$ cat config.mk
export PLATFORM = sky130hd
export DESIGN_NAME = serial_adder
export DESIGN_NICKNAME = d
export VERILOG_FILES = /design/src/rtl/serial_adder.sv
export SDC_FILE = /design/constraint.sdc
export NUM_CORES = 1
export LEC_CHECK = 0
export ABC_AREA = 1
export CORE_ASPECT_RATIO = 1.75
export CORE_UTILIZATION = 48
export DETAILED_ROUTE_END_ITERATION = 8
export PLACE_DENSITY = 0.82
export RECOVER_POWER = 100
export SLEW_MARGIN = 40
export SYNTH_ARGS = -nofsm -noshare
export SYNTH_HDL_FRONTEND = slang
export SYNTH_SLANG_ARGS = --single-unit
$ cat constraint.sdc
create_clock -name clk -period 2 [get_ports clk]
set_input_delay 0.3 -clock clk [delete_from_list [all_inputs] [get_ports clk]]
set_output_delay 0.3 -clock clk [all_outputs]
set_load 0.01 [all_outputs]
$ cat src/rtl/serial_adder.sv
// serial_adder: bit-serial ripple adder, one result bit per clock, LSB first.
//
// A start seen in IDLE captures a, b and cin. The block then spends WIDTH
// cycles in SHIFT, producing one sum bit per edge. It then spends exactly one
// cycle in DONE, where done is high, and returns to IDLE. sum and cout keep
// their values until the next accepted start.
//
// Optional feature: define SERIAL_ADDER_OVF_EN to add the ovf output. ovf is
// the signed overflow of the addition: the carry into the MSB XOR the final
// carry-out. It is registered together with cout.
//
// Handshake: start is a request that is sampled only while busy is low
// (IDLE). A start raised while busy is high is dropped, not queued. done is a
// single-cycle strobe that qualifies sum/cout (and ovf).
//
// dbg_state exposes the FSM encoding (00 IDLE, 01 SHIFT, 10 DONE) for
// checkers.

module serial_adder #(
    parameter int WIDTH = 8
) (
    input  logic             clk,
    input  logic             rst_n,
    input  logic             start,
    input  logic [WIDTH-1:0] a,
    input  logic [WIDTH-1:0] b,
    input  logic             cin,
    output logic [WIDTH-1:0] sum,
    output logic             cout,
`ifdef SERIAL_ADDER_OVF_EN
    output logic             ovf,
`endif
    output logic             busy,
    output logic             done,
    output logic [1:0]       dbg_state
);

    // Counter needs to reach WIDTH-1 without wrapping; one spare bit keeps
    // the terminal value representable for every legal WIDTH.
    localparam int CW = $clog2(WIDTH) + 1;

    localparam logic [1:0] IDLE  = 2'b00;
    localparam logic [1:0] SHIFT = 2'b01;
    localparam logic [1:0] DONE  = 2'b10;

    logic [1:0]       state;
    logic [WIDTH-1:0] sa;
    logic [WIDTH-1:0] sb;
    logic             carry;
    logic [CW-1:0]    cnt;
    logic             bit_s;
    logic             c_next;
    logic             last;
    logic             accept;

    // Full adder on the current operand LSBs and the running carry.
    assign bit_s  = sa[0] ^ sb[0] ^ carry;
    assign c_next = (sa[0] & sb[0]) | (sa[0] & carry) | (sb[0] & carry);
    assign last   = (cnt == CW'(WIDTH - 1));
    assign accept = (state == IDLE) && start;

    assign busy      = (state == SHIFT) || (state == DONE);
    assign done      = (state == DONE);
    assign dbg_state = state;

    // State register: IDLE -> SHIFT on start, WIDTH SHIFT cycles, one DONE cycle.
    always_ff @(posedge clk or negedge rst_n) begin
        if (!rst_n) begin
            state <= IDLE;
        end else begin
            case (state)
                IDLE:    if (start) state <= SHIFT;
                SHIFT:   if (last) state <= DONE;
                DONE:    state <= IDLE;
                default: state <= IDLE;
            endcase
        end
    end

    // Operand and carry capture on accept, then one serial step per SHIFT edge.
    always_ff @(posedge clk or negedge rst_n) begin
        if (!rst_n) begin
            sa    <= '0;
            sb    <= '0;
            carry <= 1'b0;
            cnt   <= '0;
        end else if (accept) begin
            sa    <= a;
            sb    <= b;
            carry <= cin;
            cnt   <= '0;
        end else if (state == SHIFT) begin
            sa    <= sa >> 1;
            sb    <= sb >> 1;
            carry <= c_next;
            cnt   <= cnt + CW'(1);
        end
    end

    // Result registers: sum fills from the MSB end so bit 0 lands at the LSB
    // after WIDTH steps; cout is loaded only by the final step and then held.
    always_ff @(posedge clk or negedge rst_n) begin
        if (!rst_n) begin
            sum  <= '0;
            cout <= 1'b0;
        end else if (accept) begin
            sum  <= '0;
            cout <= 1'b0;
        end else if (state == SHIFT) begin
            sum <= {bit_s, sum[WIDTH-1:1]};
            if (last) cout <= c_next;
        end
    end

`ifdef SERIAL_ADDER_OVF_EN
    // Signed overflow: on the last step, carry holds the carry into the MSB.
    always_ff @(posedge clk or negedge rst_n) begin
        if (!rst_n) begin
            ovf <= 1'b0;
        end else if (accept) begin
            ovf <= 1'b0;
        end else if ((state == SHIFT) && last) begin
            ovf <= carry ^ c_next;
        end
    end
`endif

endmodule
# == Yosys cells after proc, flatten, opt, wreduce, memory -nomap -nowiden ==
# Index checks and enable logic that the tools add are counted.
# classes
bitwise_logic,7
n_reduce_logical,7
eq_ne,5
add_sub_neg,1
mux,16
# ops
cell,n
2-to-1 mux 8 bit,6
2-to-1 mux 4 bit,2
2-to-1 mux 1 bit,5
adder 4 x 1 -> 4 bit (second input constant),1
== test 4 x 3 -> 1 bit (second input constant),1
2-to-1 mux 2 bit,2
!= test 2 bit (second input constant),2
one-hot mux 2 bit (2 select lines),1
AND reduction 2 bit,2
nonzero test 2 bit,2
AND 1 bit,3
== test 2 x 1 -> 1 bit (second input constant),1
== test 2 bit (second input constant),1
logical NOT 2 bit,1
bitwise OR 1 bit,2
bitwise XOR 1 bit,2
logical AND 1 bit,1
logical OR 1 bit,1
# totals
in_bits,20
elab_cells,43
register_bits,32

# == Longest topological paths before layout ==
# logic_depth
ltp_word,6
mapped_depth,8
ltp_nobuf,7

# == Worst setup path after synthesis ==
# OpenSTA, ideal clock, no wires.
# synth_path
path_kind,reg-to-reg
from,reg state[0] (netlist: dbg_state[0])
to,reg cout
setup_slack_ns,0.665
n_path_buf,1
stages_incl_launch_ff,8
setup_time_ns,0.065
required_time_ns,1.935
arrival_ns,1.270
cell_sequence,dfrtp_1 > inv_1 > ha_1 > nand2_2 > buf_6 > nand2_1 > or2_0 > nand2_1
# synth_between
elab_chain_cells,4
word_cells_on_any_way,7
cone_classes,1 x eq/ne; 1 x mux; 5 x reduce/logical
# synth_lines
element,line_no,text
"start, declared",46,logic [1:0] state;
"start signal, assigned",69,state <= IDLE;
"start signal, assigned",72,IDLE: if (start) state <= SHIFT;
"start signal, assigned",73,SHIFT: if (last) state <= DONE;
logical NOT 2 bit,60,assign accept = (state == IDLE) && start;
logical AND 1 bit,60,
nonzero test 2 bit (no source line),-,
AND reduction 2 bit (no source line),-,
"end signal, assigned",111,if (last) cout <= c_next;
"end, declared",29,"output logic cout,"
# Parallel ways exist; a longest one is shown, timed or not.
# A chain may end at the register's enable or synchronous reset.

# == Worst setup path in the final report ==
# layout_path
from,reg state[0] (netlist: dbg_state[0])
to,out busy
# layout_between
elab_chain_cells,2
word_cells_on_any_way,3
cone_classes,2 x eq/ne; 1 x reduce/logical
# layout_lines
element,line_no,text
== test 2 x 1 -> 1 bit / == test 2 bit (equally long branches),62,assign busy = (state == SHIFT) || (state == DONE);
logical OR 1 bit (*),62,
"end, declared",33,"output logic busy,"
# Mark *: on every way between the ends. The rest lies on a longest branch, timed or not.

==> results.py <==
metrics = {
    "power": {
        "power_density_mw_per_mm2": 1520,
        "finalPower_uw": 2950,
        "peakVddDrop_mv": 0.838,
        "leakage_uw": 0.000917,
    },
    "final_layout": {
        "drive_gt1_frac": 0.0610,
        "areaGrowthSynthToFinish_pct": 25.5,
        "finalNetCount": 240,
        "postLayoutCoreUtil": 0.650,
        "fillers": 272,
        "num_antenna_cells": 0,
    },
    "route": {
        "routed_wl_um": 2960,
        "ant_nets": 0,
        "routedWlPerCell_um": 11.6,
        "vias": 1288,
        "drt_iter0_drc": 28,
        "drc": 0,
        "routed_via_density": 5.05,
        "dr.pass1.iters": 4,
    },
    "critical_path": {
        "cp.buffers_inverters": 2,
        "critPathMaxFanout": 5,
        "required_ns": 1.70,
        "path_cells": "inv_1 -> ha_1 -> clkdlybuf4s50_1",
        "critPathTopFamily": "buffers and inverters",
        "crit_arrival_ns": 1.59,
        "cp-start-kind": "flop",
        "cp_slowest_stage_delay_ns": 0.52,
        "cpMaxStageDelayCell": "clkdlybuf4s50_1",
        "critical_path_class": "flop to output port",
        "endpoint_kind": "output port",
    },
    "synthesis": {
        "ys_seq_area_frac": 0.517,
        "synth_seq_cells": 32,
        "syn_area_per_cell_sq_um": 8.70,
        "yosysUniqueCellTypes": 19,
        "syn_area_sq_mm": 0.00155,
        "synth.yosys.warnings": 0,
        "synth_nets": 205,
        "syn-instance-count": 178,
    },
    "timing": {
        "fin_crit_ns": 1.89,
        "hold_ws_ns": 0.471,
        "hold_viol_final": 0,
        "setup_tns_ns": 0,
        "finalSetupViolations": 0,
        "rsz0062_at_grt": "false",
        "relSlewSlack": 0.475,
        "tightest_slew_ns": 0.788,
        "max_freq_mhz": 529,
        "fin_skew_ns": 0.00595,
        "slew_viol_final": 0,
        "period_share": 0.946,
    },
    "clocking": {
        "cts_max_level": 2,
        "cts_tree": "built",
        "cts-resized-gates": 0,
        "clock_latency_ns": 0.28,
        "cts.reportedPaths.clkPinSlew_ns": 0.06,
        "ctsHoldBuffers": 0,
        "post_cts_buffers": 0,
        "clock_path_buffers": 2,
        "numCtsBuffers": 5,
        "cts_sinks": 32,
        "cts-root-buf": "clkbuf_8",
    },
    "die": {
        "design.core.area_sq_mm": 0.00299,
        "die_area_sq_mm": 0.00347,
        "start_util": 0.518,
        "io_pins": 33,
        "die_h_um": 77.2,
        "std_cell_rows": 26,
        "die_w_um": 44.9,
    },
    "placed_design": {
        "gp_routability_congestion": 0.784,
        "io_buffers": 32,
        "dp_hpwl_um": 2070,
    },
    "run": {
        "max-cap-violations": 0,
    },
    "grt": {
        "grt_max_degree": 33,
        "grt_pass1_vias": 1297,
        "antenna_found_initial": 0,
        "grt_overflow": 0,
        "grt_use_total": 0.218,
        "grt_pass1_wl_um": 5530,
    },
    "outcome": {
        "status": "finished, final reports clean",
    },
    "worst_hold_path": {
        "min_path_type": "flop to flop",
    },
}
==> kinds of logic (layout without fill, tap and decap cells) <==
group                      count (synthesis)  in the layout  synth area share
buffers and inverters                     20             55            0.0832
and+or+nand+nor                           81             81             0.206
DFF                                       32             32             0.517
AOI/OAI and AO/OA                         38             38             0.132
adders and majority gates                  7              7            0.0614
==> sequential cells by signal, indices dropped and copies added (netlist names) <==
| register | cells |
|---|---|
| sum | 8 |
| cnt | 4 |
| sa | 8 |
| dbg_state | 2 |
| sb | 8 |
| cout | 1 |
| carry | 1 |
==> worst register-to-register path, stage by stage (launching register included) <==
cell,delay (ns)
dfrtp_1,0.40
inv_1,0.10
ha_1,0.22
nand2_1,0.47
buf_4,0.28
o21ai_0,0.11
nor2_1,0.12
==> final timing paths <==
path | from | end | slack [ns] | cells past startpoint
hold reg to reg | sa[7]$_DFFE_PN0P_ | sa[7]$_DFFE_PN0P_ | 0.47 | 2
setup / recovery | dbg_state[0]$_DFFE_PN0P_ | busy | 0.11 | 3
max in group asynchronous | rst_n | sum[1]$_DFFE_PN0P_ | 0.88 | 2
setup reg to reg | dbg_state[0]$_DFFE_PN0P_ | sum[4]$_DFFE_PN0P_ | 0.23 | 6
min in group asynchronous | rst_n | sb[7]$_DFFE_PN0P_ | 0.62 | 2
hold / removal | sa[7]$_DFFE_PN0P_ | sa[7]$_DFFE_PN0P_ | 0.47 | 2
==> metal layers <==
metal	track usage	vias to the layer above	wire length, um
met1	0.263	599	1210
met3	0.0588	5	125
met5	0	-	0
met4	0.115	0	76
met2	0.342	40	1540
li1	-	644	-
==> metrics by stage <==
stage | setup WS [ns] | std cells | instance area, sq um
floorplan | 0.665 | 178 | 1550
global placement | 0.433 | 248 | 1870
detailed placement | 0.398 | 248 | 1870
CTS | 0.0936 | 255 | 1950
global route | 0.0225 | 255 | 1940
finish | 0.108 | 255 | 1940
==> power breakdown <==
group	internal [uW]	switching [uW]
clock network	236	224
registers	959	180
logic	587	769
total	1780	1170
==> Yosys cell counts <==
master / instances / area [sq um]
dfrtp_1: 32 / 801
or2_0: 1 / 6.26
a21oi_1: 25 / 125
buf_2: 2 / 10.0
nand3_1: 6 / 30.0
nand2_1: 37 / 139
nor2_1: 35 / 131
ha_1: 6 / 75.1
o21ai_0: 8 / 40.0
a211oi_2: 1 / 12.5
fa_1: 1 / 20.0
nand4_1: 1 / 6.26
inv_1: 10 / 37.5
o211ai_1: 3 / 22.5
inv_4: 1 / 6.26
buf_6: 6 / 67.6
buf_4: 1 / 7.51
o21ai_1: 1 / 5.00
nand2_2: 1 / 6.26
==> layout make-up <==
cell class	instances	area, sq um	area share
Clock buffer	6	72.6	0.0373
Clock inverter	1	5.00	0.00257
Inverter	11	43.8	0.0225
Multi-Input combinational cell	126	617	0.317
Sequential cell	32	801	0.412
Tap cell	42	52.6	0.0270
Timing Repair Buffer	37	353	0.181
==> cells in the final DEF (no fill, tap or decap) <==
| cell | synthesis | final |
|---|---|---|
| nand2_1 | 37 | 38 |
| nor2_1 | 35 | 35 |
| dfrtp_1 | 32 | 32 |
| a21oi_1 | 25 | 25 |
| clkdlybuf4s50_1 | 0 | 19 |
| dlygate4sd3_1 | 0 | 13 |
| inv_1 | 10 | 10 |
| o21ai_0 | 8 | 9 |
| nand3_1 | 6 | 6 |
| ha_1 | 6 | 6 |
| clkbuf_8 | 0 | 5 |
| o211ai_1 | 3 | 3 |
| buf_4 | 1 | 3 |
| clkbuf_2 | 0 | 2 |
| inv_4 | 1 | 1 |
| a211oi_2 | 1 | 1 |
| or2_0 | 1 | 1 |
| nand4_1 | 1 | 1 |
| fa_1 | 1 | 1 |
| clkinv_2 | 0 | 1 |
| clkbuf_1 | 0 | 1 |
(Power assumes the default switching activity.)
